## config.mk

```make
export PLATFORM = sky130hd
export DESIGN_NAME = param_fifo
export DESIGN_NICKNAME = d
export VERILOG_FILES = /design/src/rtl/fifo_pkg.sv /design/src/rtl/fifo_mem.sv /design/src/rtl/param_fifo.sv
export SDC_FILE = /design/constraint.sdc
export NUM_CORES = 1
export LEC_CHECK = 0
export BUFFER_PORTS_ARGS = -buffer_cell sky130_fd_sc_hd__buf_2
export CELL_PAD_IN_SITES_DETAIL_PLACEMENT = 1
export CELL_PAD_IN_SITES_GLOBAL_PLACEMENT = 1
export CORE_ASPECT_RATIO = 0.8
export CORE_MARGIN = 5
export CORE_UTILIZATION = 50
export CTS_BUF_LIST = sky130_fd_sc_hd__clkbuf_8
export CTS_CLUSTER_DIAMETER = 100
export CTS_CLUSTER_SIZE = 30
export DETAILED_ROUTE_END_ITERATION = 12
export PLACE_DENSITY_LB_ADDON = 0.1
export SLEW_MARGIN = 10
export SYNTH_ARGS = -nofsm -noshare
export SYNTH_HDL_FRONTEND = slang
export SYNTH_SLANG_ARGS = --single-unit
```

## constraint.sdc

```tcl
create_clock -name clk_i -period 6.9 [get_ports clk_i]
set_clock_uncertainty 0.05 [all_clocks]
set_input_delay 1.035 -clock clk_i [delete_from_list [all_inputs] [get_ports clk_i]]
set_output_delay 1.035 -clock clk_i [all_outputs]
set_load 0.05 [all_outputs]
```

## src/rtl/fifo_pkg.sv

```systemverilog
// Shared types, constants and helpers for the FIFO and later stream blocks.
package fifo_pkg;

    // Width needed to hold an occupancy value from 0 to depth inclusive.
    function automatic int clog2_cnt(input int depth);
        return $clog2(depth + 1);
    endfunction

    // One direction of a valid/ready handshake.
    typedef struct packed {
        logic valid;
        logic ready;
    } hs_t;

    // Per-cycle occupancy operation; the bit layout is {pop, push}.
    typedef enum logic [1:0] {
        OP_IDLE = 2'b00,
        OP_PUSH = 2'b01,
        OP_POP  = 2'b10,
        OP_BOTH = 2'b11
    } fifo_op_e;

endpackage

```

## src/rtl/fifo_mem.sv

```systemverilog
// Flop-based storage: one synchronous write port, one asynchronous read port.
module fifo_mem
    import fifo_pkg::*;
#(
    parameter int DATA_W = 8,
    parameter int DEPTH  = 8
) (
    input  logic                     clk,
    input  logic                     wr_en,
    input  logic [$clog2(DEPTH)-1:0] wr_ptr,
    input  logic [DATA_W-1:0]        wr_data,
    input  logic [$clog2(DEPTH)-1:0] rd_ptr,
    output logic [DATA_W-1:0]        rd_data
);

    // Contents are deliberately not reset; validity is tracked by the owner.
    logic [DATA_W-1:0] mem [DEPTH];

    // Write the accepted word into the slot addressed by the write pointer.
    always_ff @(posedge clk) begin
        if (wr_en) begin
            mem[wr_ptr] <= wr_data;
        end
    end

    assign rd_data = mem[rd_ptr];

endmodule

```

## src/rtl/param_fifo.sv

```systemverilog
// Parametrised single-clock FWFT FIFO with valid/ready on both sides,
// flush, occupancy count and programmable almost-full/almost-empty flags.
module param_fifo
    import fifo_pkg::*;
#(
    parameter int DATA_W    = 8,
    parameter int DEPTH     = 8,
    parameter int AF_THRESH = DEPTH - 1,
    parameter int AE_THRESH = 1,
    parameter int CNT_W     = clog2_cnt(DEPTH)
) (
    input  logic              clk_i,
    input  logic              rst_i,
    input  logic              flush_i,
    input  logic              valid_i,
    output logic              ready_o,
    input  logic [DATA_W-1:0] data_i,
    output logic              valid_o,
    input  logic              ready_i,
    output logic [DATA_W-1:0] data_o,
    output logic [CNT_W-1:0]  count_o,
    output logic              almost_full_o,
    output logic              almost_empty_o
);

    localparam int PTR_W = $clog2(DEPTH);
    localparam logic [PTR_W-1:0] LAST_PTR = PTR_W'(DEPTH - 1);
    localparam logic [CNT_W-1:0] FULL_CNT = CNT_W'(DEPTH);
    localparam logic [CNT_W-1:0] AF_CNT   = CNT_W'(AF_THRESH);
    localparam logic [CNT_W-1:0] AE_CNT   = CNT_W'(AE_THRESH);

    if (DEPTH < 2) begin : g_chk_depth
        $error("param_fifo: DEPTH must be at least 2");
    end
    if (AF_THRESH < 0 || AF_THRESH > DEPTH) begin : g_chk_af
        $error("param_fifo: AF_THRESH must lie in 0..DEPTH");
    end
    if (AE_THRESH < 0 || AE_THRESH >= DEPTH) begin : g_chk_ae
        $error("param_fifo: AE_THRESH must lie in 0..DEPTH-1");
    end
    if (CNT_W != clog2_cnt(DEPTH)) begin : g_chk_cnt_w
        $error("param_fifo: CNT_W is derived from DEPTH and must not be overridden");
    end

    logic [PTR_W-1:0]  wr_ptr;
    logic [PTR_W-1:0]  rd_ptr;
    logic [PTR_W-1:0]  wr_ptr_inc;
    logic [PTR_W-1:0]  rd_ptr_inc;
    logic [CNT_W-1:0]  count;
    logic [CNT_W-1:0]  count_next;
    logic [DATA_W-1:0] head;
    logic              full;
    logic              empty;
    logic              push;
    logic              pop;
    logic              mem_we;
    hs_t               wr_hs;
    hs_t               rd_hs;
    fifo_op_e          op;

    // Status and handshake depend only on the registered count, so neither
    // ready_o nor valid_o has a combinational path from valid_i/ready_i.
    assign full  = (count == FULL_CNT);
    assign empty = (count == '0);

    assign wr_hs.valid = valid_i;
    assign wr_hs.ready = ~full;
    assign rd_hs.valid = ~empty;
    assign rd_hs.ready = ready_i;

    assign push = wr_hs.valid & wr_hs.ready;
    assign pop  = rd_hs.valid & rd_hs.ready;
    assign op   = fifo_op_e'({pop, push});

    // Explicit wrap so that non-power-of-two depths index correctly.
    assign wr_ptr_inc = (wr_ptr == LAST_PTR) ? '0 : wr_ptr + PTR_W'(1);
    assign rd_ptr_inc = (rd_ptr == LAST_PTR) ? '0 : rd_ptr + PTR_W'(1);

    // Next occupancy from this cycle's completed handshakes.
    always_comb begin
        count_next = count;
        case (op)
            OP_PUSH: count_next = count + CNT_W'(1);
            OP_POP:  count_next = count - CNT_W'(1);
            default: count_next = count;
        endcase
    end

    // Pointer and count registers; reset outranks flush, both discard traffic.
    always_ff @(posedge clk_i) begin
        if (rst_i || flush_i) begin
            wr_ptr <= '0;
            rd_ptr <= '0;
            count  <= '0;
        end else begin
            count <= count_next;
            if (push) begin
                wr_ptr <= wr_ptr_inc;
            end
            if (pop) begin
                rd_ptr <= rd_ptr_inc;
            end
        end
    end

    // A push coinciding with reset or flush is dropped, so it must not write.
    assign mem_we = push & ~rst_i & ~flush_i;

    fifo_mem #(
        .DATA_W (DATA_W),
        .DEPTH  (DEPTH)
    ) u_mem (
        .clk     (clk_i),
        .wr_en   (mem_we),
        .wr_ptr  (wr_ptr),
        .wr_data (data_i),
        .rd_ptr  (rd_ptr),
        .rd_data (head)
    );

    assign ready_o        = wr_hs.ready;
    assign valid_o        = rd_hs.valid;
    assign data_o         = empty ? '0 : head;
    assign count_o        = count;
    assign almost_full_o  = (count >= AF_CNT);
    assign almost_empty_o = (count <= AE_CNT);

endmodule

```

# Yosys cells after proc, flatten, opt, wreduce, memory -nomap -nowiden
# Memories as Yosys holds them, arrays and structs flattened. A register that Yosys moved wholly into a read port is not among the register bits.
# Index checks and enable logic that the tools add are counted.
[classes]
add_sub_neg = 4
n_lt_le_gt_ge = 2
eq_ne = 5
n_mux = 8
bitwise_logic = 8
reduce_logical = 3
[op_table]
columns = ["operator", "n"]
rows = [
  ["2-to-1 mux 3 bit", 4],
  ["2-to-1 mux 8 bit", 1],
  ["one-hot mux 4 bit (2 select lines)", 1],
  ["adder 3 x 1 -> 3 bit, second input constant", 2],
  ["== test 3 bit, second input constant", 2],
  ["adder 4 x 1 -> 4 bit, second input constant", 1],
  ["bitwise AND 1 bit", 4],
  ["== test 4 bit, second input constant", 1],
  ["greater-or-equal comparator 4 x 3 -> 1 bit, second input constant", 1],
  ["<= comparator 4 x 1 -> 1 bit, second input constant", 1],
  ["zero test 4 bit", 1],
  ["NOT 1 bit", 4],
  ["subtractor 4 x 1 -> 4 bit, second input constant", 1],
  ["== test 2 x 1 -> 1 bit, second input constant", 1],
  ["== test 2 bit, second input constant", 1],
  ["2-to-1 mux 1 bit", 2],
  ["nonzero test 2 bit", 1],
  ["logical OR 1 bit", 1],
]
[word_totals]
ff_bits = 10
ram_bits = 64
in_bits = 13
output_inout_bits = 16
wordCells = 34
mem_count = 1
[memory_table]
columns = ["name", "words", "width", "read_ports", "rd_ports_with_merged_regs", "wr", "line_no", "rtl"]
rows = [
  ["u_mem.mem", 8, 8, 1, 1, 1, "fifo_mem.sv:17", "logic [DATA_W-1:0] mem [DEPTH];"],
]

# Logic depth before layout (Yosys ltp)
# Gate-level depths: netlist of run 1.
[depth]
word_depth = 7
depth_mapped = 9

# By module
# Synthesis of run 1 repeated with hierarchy kept, for this count alone.
[unflattened]
cells_unflattened = 184
area_unflattened_um2 = 3166.8
[by_module_without_submodules]
columns = ["mod", "n_inst", "cells_per_inst", "area_per_inst_um2", "seq_area_each_um2"]
rows = [
  ["fifo_mem", 1, 106, 2531.2, 1921.8],
  ["param_fifo", 1, 78, 635.6, 200.2],
]

# Worst setup path after synthesis of run 1
# No wires, ideal clock.
[synth_path]
path_type = "register to output"
from = "register count[0], in the netlist count_o[0]"
to = "output port data_o[0]"
t_arrival_ps = 2482
slack_ps = 3333
stages_incl_launch_ff = 7
n_path_buf = 1
cell_sequence = "dfxtp_1 > inv_1 > ha_1 > nor3b_1 > inv_1 > clkbuf_1 > and3_1"
[synth_via]
elab_chain_cells = 2
[synth_lines]
columns = ["element", "line_no", "rtl"]
rows = [
  ["from (decl)", "param_fifo.sv:49", "logic [CNT_W-1:0] count;"],
  ["from (signal assigned)", "param_fifo.sv:96", "count <= count_next;"],
  ["zero test 4 bit", "param_fifo.sv:64", "assign empty = (count == '0);"],
  ["2-to-1 mux 8 bit", "param_fifo.sv:123", "assign data_o = empty ? '0 : head;"],
  ["to (decl)", "param_fifo.sv:20", "output logic [DATA_W-1:0] data_o,"],
]
# No other way between the ends.

# Worst setup path in the final report of run 1
[layout_path]
from = "register count[1], in the netlist count_o[1]"
to = "output port data_o[2]"
# The elaborated chain is that of the path after synthesis.

==> results.json, run 1 <==
{
  "place_congestion": 0.7867,
  "die_w_um": 99.40,
  "grt_pass1_vias": 2037,
  "dp_hpwl_um": 4489,
  "synthCells": 216,
  "syn_nets": 238,
  "worst_slew_pin_slew_ps": 988.5,
  "num_io_pins": 29,
  "cp_top_family": "simple AND/OR/NAND/NOR gates",
  "pwr_density_cell_mw_per_mm2": 260.1,
  "cts.sinks": 77,
  "drc": 0,
  "p_int_mw": 0.7298,
  "post-synth-top-count-cell": "edfxtp_1",
  "num_rows": 26,
  "async_flop_share": 0,
  "drtIter0Drc": 105,
  "grt_max_degree": 33,
  "clk_latency_ps": 330,
  "htreeDepth": 3,
  "yosysUniqueCellTypes": 34,
  "cts_buffers": 9,
  "synth-simple-area-share": 0.08337,
  "p_seq_frac": 0.539,
  "synth-edff-count": 64,
  "synth_fa_ha_area_frac": 0.03523,
  "post_cts_buffers": 0,
  "die_h_um": 81.52,
  "syn-mean-instance-area_sq_um": 14.80,
  "synth_top_family_by_area": "multiplexers",
  "cts-resized-gates": 0,
  "io_buffers": 28,
  "drive_above_1_share": 0.1944,
  "grt_usage": 0.1754,
  "synth_common_cells": "64 x edfxtp_1, 33 x mux2i_1, 16 x a22oi_1",
  "routedWlPerCell_um": 19.30,
  "slowest_delay_ps": 490,
  "synth_xor_area_frac": 0.005479,
  "p_sw_frac": 0.2277,
  "grt_pass1_wl_um": 10540,
  "start_util": 0.5065,
  "hold_class": "flip-flop to flip-flop",
  "tritoncts": "yes",
  "ir_worst_vdd_v": 0.0001441,
  "p_comb_frac": 0.079,
  "post-place-cells": 320,
  "crit_buf_inv": 3,
  "dieArea_sq_mm": 0.008103,
  "status": "complete, no violations",
  "p_leak_nw": 1.254,
  "timing.final.hold_violations": 0,
  "critPathRequiredTime_ps": 5810,
  "overflow": 0,
  "multi_input_area_sq_um": 953.4,
  "routed_wl_um": 6484,
  "final_antenna_net_count": 0,
  "synth.area.mux_share": 0.1033,
  "dr.pass1.iters": 4,
  "fillers": 629,
  "via_per_inst": 5.548,
  "synth.area.top_cells": "edfxtp_1 60%, mux2i_1 10%, dfxtp_1 8.1%",
  "yosysTopAreaCell": "edfxtp_1",
  "cp.arrival_ps": 2380,
  "synth_seq_cells": 77,
  "final_cell_count_no_fill": 336,
  "vias": 1864,
  "path_cells": "inv_1, ha_1, nor3b_1, inv_1, and3_1, buf_2",
  "ys_seq_area_frac": 0.6826,
  "clockBufferDepth": 2,
  "holdBufCountCts": 0,
  "regArea_sq_mm": 0.002183,
  "critPathMostFrequentCell": "inv_1",
  "fin_tns_setup_ps": 0,
  "cp-end-kind": "primary output",
  "clockPowerShare": 0.382,
  "yosys_warnings": 0,
  "startpoint_type": "flip-flop",
  "finalMaxSlewViolations": 0,
  "power_mw": 0.9450,
  "p_sw_mw": 0.2152,
  "path_class": "flip-flop to primary output",
  "fin_crit_sh": 0.5028,
  "yosys.area.top_type_share": 0.6012,
  "ff2ff_setup_slack_ps": 4260,
  "crit_fanout": 11,
  "syn_to_final_growth_pct": 13.66,
  "period_needed_ps": 3470,
  "synth_top_flop_cell": "edfxtp_1",
  "diodes": 0,
  "critPathSlowestCell": "nor3b_1",
  "clk_pin_slew_ps": 80,
  "slew_headroom": 0.3410,
  "root_buffer": "clkbuf_8",
  "syn-cell-area_sq_mm": 0.003197,
  "fin_nets": 269,
  "grt_setup_unrepaired": "false",
  "final-setup-viol-count": 0,
  "synth_compound_area_frac": 0.07084,
  "max_cap_viol_count": 0,
  "fmax_ghz": 0.2882,
  "core_area_sq_mm": 0.006311,
  "grt_antenna_before_repair": 0
}
==> layout make-up <==
| cell class | instances | area share |
|---|---|---|
| Clock buffer | 9 | 0.03409 |
| Clock inverter | 7 | 0.02686 |
| Inverter | 6 | 0.006198 |
| Multi-Input combinational cell | 124 | 0.2624 |
| Sequential cell | 77 | 0.6009 |
| Tap cell | 84 | 0.02893 |
| Timing Repair Buffer | 29 | 0.04063 |
==> power by group through the flow <==
| stage | registers, mW | logic [mW] | clock network (mW) |
|---|---|---|---|
| after CTS | 0.510 | 0.0748 | 0.372 |
| after detailed placement | 0.520 | 0.0746 | 0 |
| after global placement | 0.520 | 0.0736 | 0 |
| after global routing | 0.510 | 0.0806 | 0.397 |
| after floorplan | 0.523 | 0.0475 | 0 |
| final | 0.510 | 0.0743 | 0.361 |
==> state kept, by name (all words and copies together) (netlist names), named ones only <==
signal	flops
u_mem.mem	64
count_o	4
rd_ptr	3
wr_ptr	3
==> path summary, 6_finish.rpt <==
path	to	startpoint	cells after the start
setup / recovery	data_o[2]	count_o[1]$_SDFFE_PP0P_	6
hold / removal	wr_ptr[1]$_SDFFE_PP0P_	wr_ptr[1]$_SDFFE_PP0P_	2
setup reg to reg	u_mem.mem[4][7]$_DFFE_PP_	count_o[0]$_SDFFE_PP0P_	5
hold reg to reg	wr_ptr[1]$_SDFFE_PP0P_	wr_ptr[1]$_SDFFE_PP0P_	2
==> cell usage in the layout, fill, tap and decap left out, types with 2 or more instances in the layout <==
master and n:
ha_1 9, edfxtp_1 64, nand2_1 3, clkinv_4 2, nor2_1 12, o21ai_0 7
a21oi_1 8, inv_1 6, buf_2 28, a22oi_1 16, clkbuf_8 9, bufinv_16 2
nand3_1 2, dfxtp_1 12, or4_1 2, nand4b_1 3, nor3_1 2, xor2_1 2
nor2b_1 2, and3_1 8, mux2i_1 33, nand2b_1 2
==> worst register-to-register path: stages (launching register included) <==
cell and delay, ps:
dfxtp_1 460, inv_1 100, ha_1 210, and3b_2 260, or4_4 530, nor2_1 660
==> per-stage QoR <==
step | cell area [sq um] | hold WS (ps) | setup WS (ps) | utilization
2_1_floorplan | 3197 | 417.5 | 3333 | -
3_5_place_dp | 3412 | 478.8 | 3746 | 0.5406
5_1_grt | 3633 | 523.0 | 3261 | 0.5757
3_3_place_gp | 3412 | 437.9 | 3792 | 0.5406
6_report | 3633 | 492.3 | 3430 | 0.5757
4_1_cts | 3633 | 491.0 | 3404 | 0.5757
==> kinds of logic after synthesis <==
group / after synthesis
AND/OR/NAND/NOR: 45
flip-flops: 77
XOR/XNOR: 2
AO/OA/AOI/OAI: 35
buffers and inverters: 15
adder cells (fa/ha/maj): 9
multiplexers: 33
==> routing by layer <==
metal / up-vias / wire length, um / part of all wire / global-route usage
met5: - / 0 / 0 / 0
met3: 4 / 317 / 0.049 / 0.05008
li1: 894 / - / - / -
met2: 42 / 3117 / 0.48 / 0.2822
met4: 0 / 41 / 0.0063 / 0.05593
met1: 924 / 3008 / 0.46 / 0.2327
Note: power is estimated with default switching activity, not from simulation.
==> inputs of run 2 (changes only) <==
==> constraint.sdc (replaced) <==
create_clock -name clk_i -period 3.6 [get_ports clk_i]
set_clock_uncertainty 0.05 [all_clocks]
set_input_delay 0.54 -clock clk_i [delete_from_list [all_inputs] [get_ports clk_i]]
set_output_delay 0.54 -clock clk_i [all_outputs]
set_load 0.05 [all_outputs]
==> run 2 against run 1 <==
Net effect:
- global-route usage increased by 1.0 points
- non-clock buffer count increased by 1
- final cell count increased by 0.30%
- combinational power increased by 95%
- sequential power increased by 92%
- power increased by 92%
- sequential share of layout area about the same
- critical path depth unchanged
- register-to-register slack got worse by 3300 ps
- worst hold slack got worse by 71 ps
- utilization about the same
- routed wire length increased by 4.4%
- largest power group unchanged
==> results.json, run 2 (synthesized netlist as in run 1, its figures left out) <==
{
  "status": "complete, no violations",
  "p_leak_nw": 1.254,
  "wl_met1_um": 3231,
  "timing.final.hold_violations": 0,
  "fin_tns_setup_ps": 0,
  "routedWlPerCell_um": 20.09,
  "grt_usage": 0.1856,
  "grt_pass1_vias": 1995,
  "num_io_pins": 29,
  "die_h_um": 81.52,
  "min_path_cells": 1,
  "final_antenna_net_count": 0,
  "drc": 0,
  "largest_reg_flops": 64,
  "clk_latency_ps": 340,
  "r2r_cells": 5,
  "critPathMostFrequentCell": "inv_1",
  "final-setup-viol-count": 0,
  "clockBufferDepth": 2,
  "dp_hpwl_um": 4748,
  "top_register": "u_mem.mem",
  "finalMaxSlewViolations": 0,
  "drtIter0Drc": 104,
  "cp_top_family": "simple AND/OR/NAND/NOR gates",
  "crit_fanout": 11,
  "htreeDepth": 3,
  "cts_buffers": 9,
  "dieArea_sq_mm": 0.008103,
  "cp.arrival_ps": 2310,
  "routed_wl_um": 6769,
  "dr_wl_met3_um": 209,
  "fillers": 616,
  "drive_above_1_share": 0.1976,
  "cp.depth": 6,
  "grt_antenna_before_repair": 0,
  "core_area_sq_mm": 0.006311,
  "worst_slew_pin_slew_ps": 876.3,
  "grt_pass1_wl_um": 10960,
  "hold_class": "primary input to flip-flop",
  "via_per_inst": 5.602,
  "post_cts_buffers": 0,
  "pwr_density_cell_mw_per_mm2": 498.4,
  "num_rows": 26,
  "critPathRequiredTime_ps": 3010,
  "postPlaceCellArea_sq_mm": 0.003420,
  "layout_common_cells": "64 x edfxtp_1, 33 x mux2i_1, 28 x buf_2, 16 x a22oi_1",
  "critPathSlowestCell": "nor3b_1",
  "grt_max_degree": 27,
  "dr.pass1.iters": 4,
  "slowest_delay_ps": 450,
  "vias": 1888,
  "clk_pin_slew_ps": 70,
  "final_common_cell": "edfxtp_1",
  "path_cells": "inv_1, ha_1, nor3b_1, inv_1, and3_1, buf_2",
  "tritoncts": "yes",
  "max_cap_viol_count": 0,
  "ir_worst_vdd_v": 0.0003037,
  "diodes": 0,
  "slew_headroom": 0.4137,
  "power_mw": 1.812,
  "route.top_layer_used": "met4",
  "holdBufCountCts": 0,
  "final_area_sq_mm": 0.003635,
  "io_buffers": 28,
  "fin_crit_sh": 0.8043,
  "fin_nets": 270,
  "crit_buf_inv": 3,
  "path_class": "flip-flop to primary output",
  "cts-resized-gates": 0,
  "startpoint_type": "flip-flop",
  "overflow": 0,
  "dr_wl_met2_um": 3239,
  "syn_to_final_growth_pct": 13.70,
  "die_w_um": 99.40,
  "root_buffer": "clkbuf_8",
  "grt_setup_unrepaired": "false",
  "period_needed_ps": 2895,
  "cp-end-kind": "primary output",
  "place_congestion": 0.7708,
  "cts.sinks": 77,
  "start_util": 0.5065,
  "fmax_ghz": 0.3454
}
## run 2: cell count changes in the layout (fill, tap and decap cells not counted), sizes merged
cell / before / now
clkinv: 3 / 1
clkinvlp: 1 / 3
buf: 29 / 30
## run 2: power breakdown
part           internal [mW]  leakage (nW)  switching [mW]
clock network          0.386         0.103           0.304
registers              0.970         0.682         0.00682
logic                 0.0370         0.469           0.108
total                   1.39          1.25           0.419
## run 2: metrics by stage
stage               instances  utilization  setup slack (ps)  hold WS [ps]
finish                    337       0.5759             704.5         420.9
global route              337       0.5759             462.0         412.9
CTS                       337       0.5759             684.3         406.4
detailed placement        321       0.5418             945.5         465.2
global placement          321       0.5418             987.9         469.5
floorplan                 216            -             528.1         417.5
## run 2: final cells by class
class,count,area [sq um],share of cell area
Clock inverter,7,91.34,0.02513
Sequential cell,77,2183,0.6007
Multi-Input combinational cell,124,953.4,0.2623
Clock buffer,9,123.9,0.03408
Timing Repair Buffer,30,155.1,0.04269
Inverter,6,22.52,0.006196
Tap cell,84,105.1,0.02892
## run 2: path summary, 6_finish.rpt
path	start	end	slack, ps
worst max-delay path	count_o[0]$_SDFFE_PP0P_	data_o[2]	700
worst min-delay path	data_i[3]	u_mem.mem[3][3]$_DFFE_PP_	420
worst max register to register	count_o[0]$_SDFFE_PP0P_	u_mem.mem[5][7]$_DFFE_PP_	930
worst min register to register	wr_ptr[1]$_SDFFE_PP0P_	wr_ptr[1]$_SDFFE_PP0P_	480
## run 2: layer usage
| layer | vias to the layer above | GRT usage |
|---|---|---|
| li1 | 894 | - |
| met2 | 30 | 0.2929 |
| met3 | 11 | 0.04924 |
| met4 | 0 | 0.06548 |
| met1 | 953 | 0.2510 |
| met5 | - | 0 |
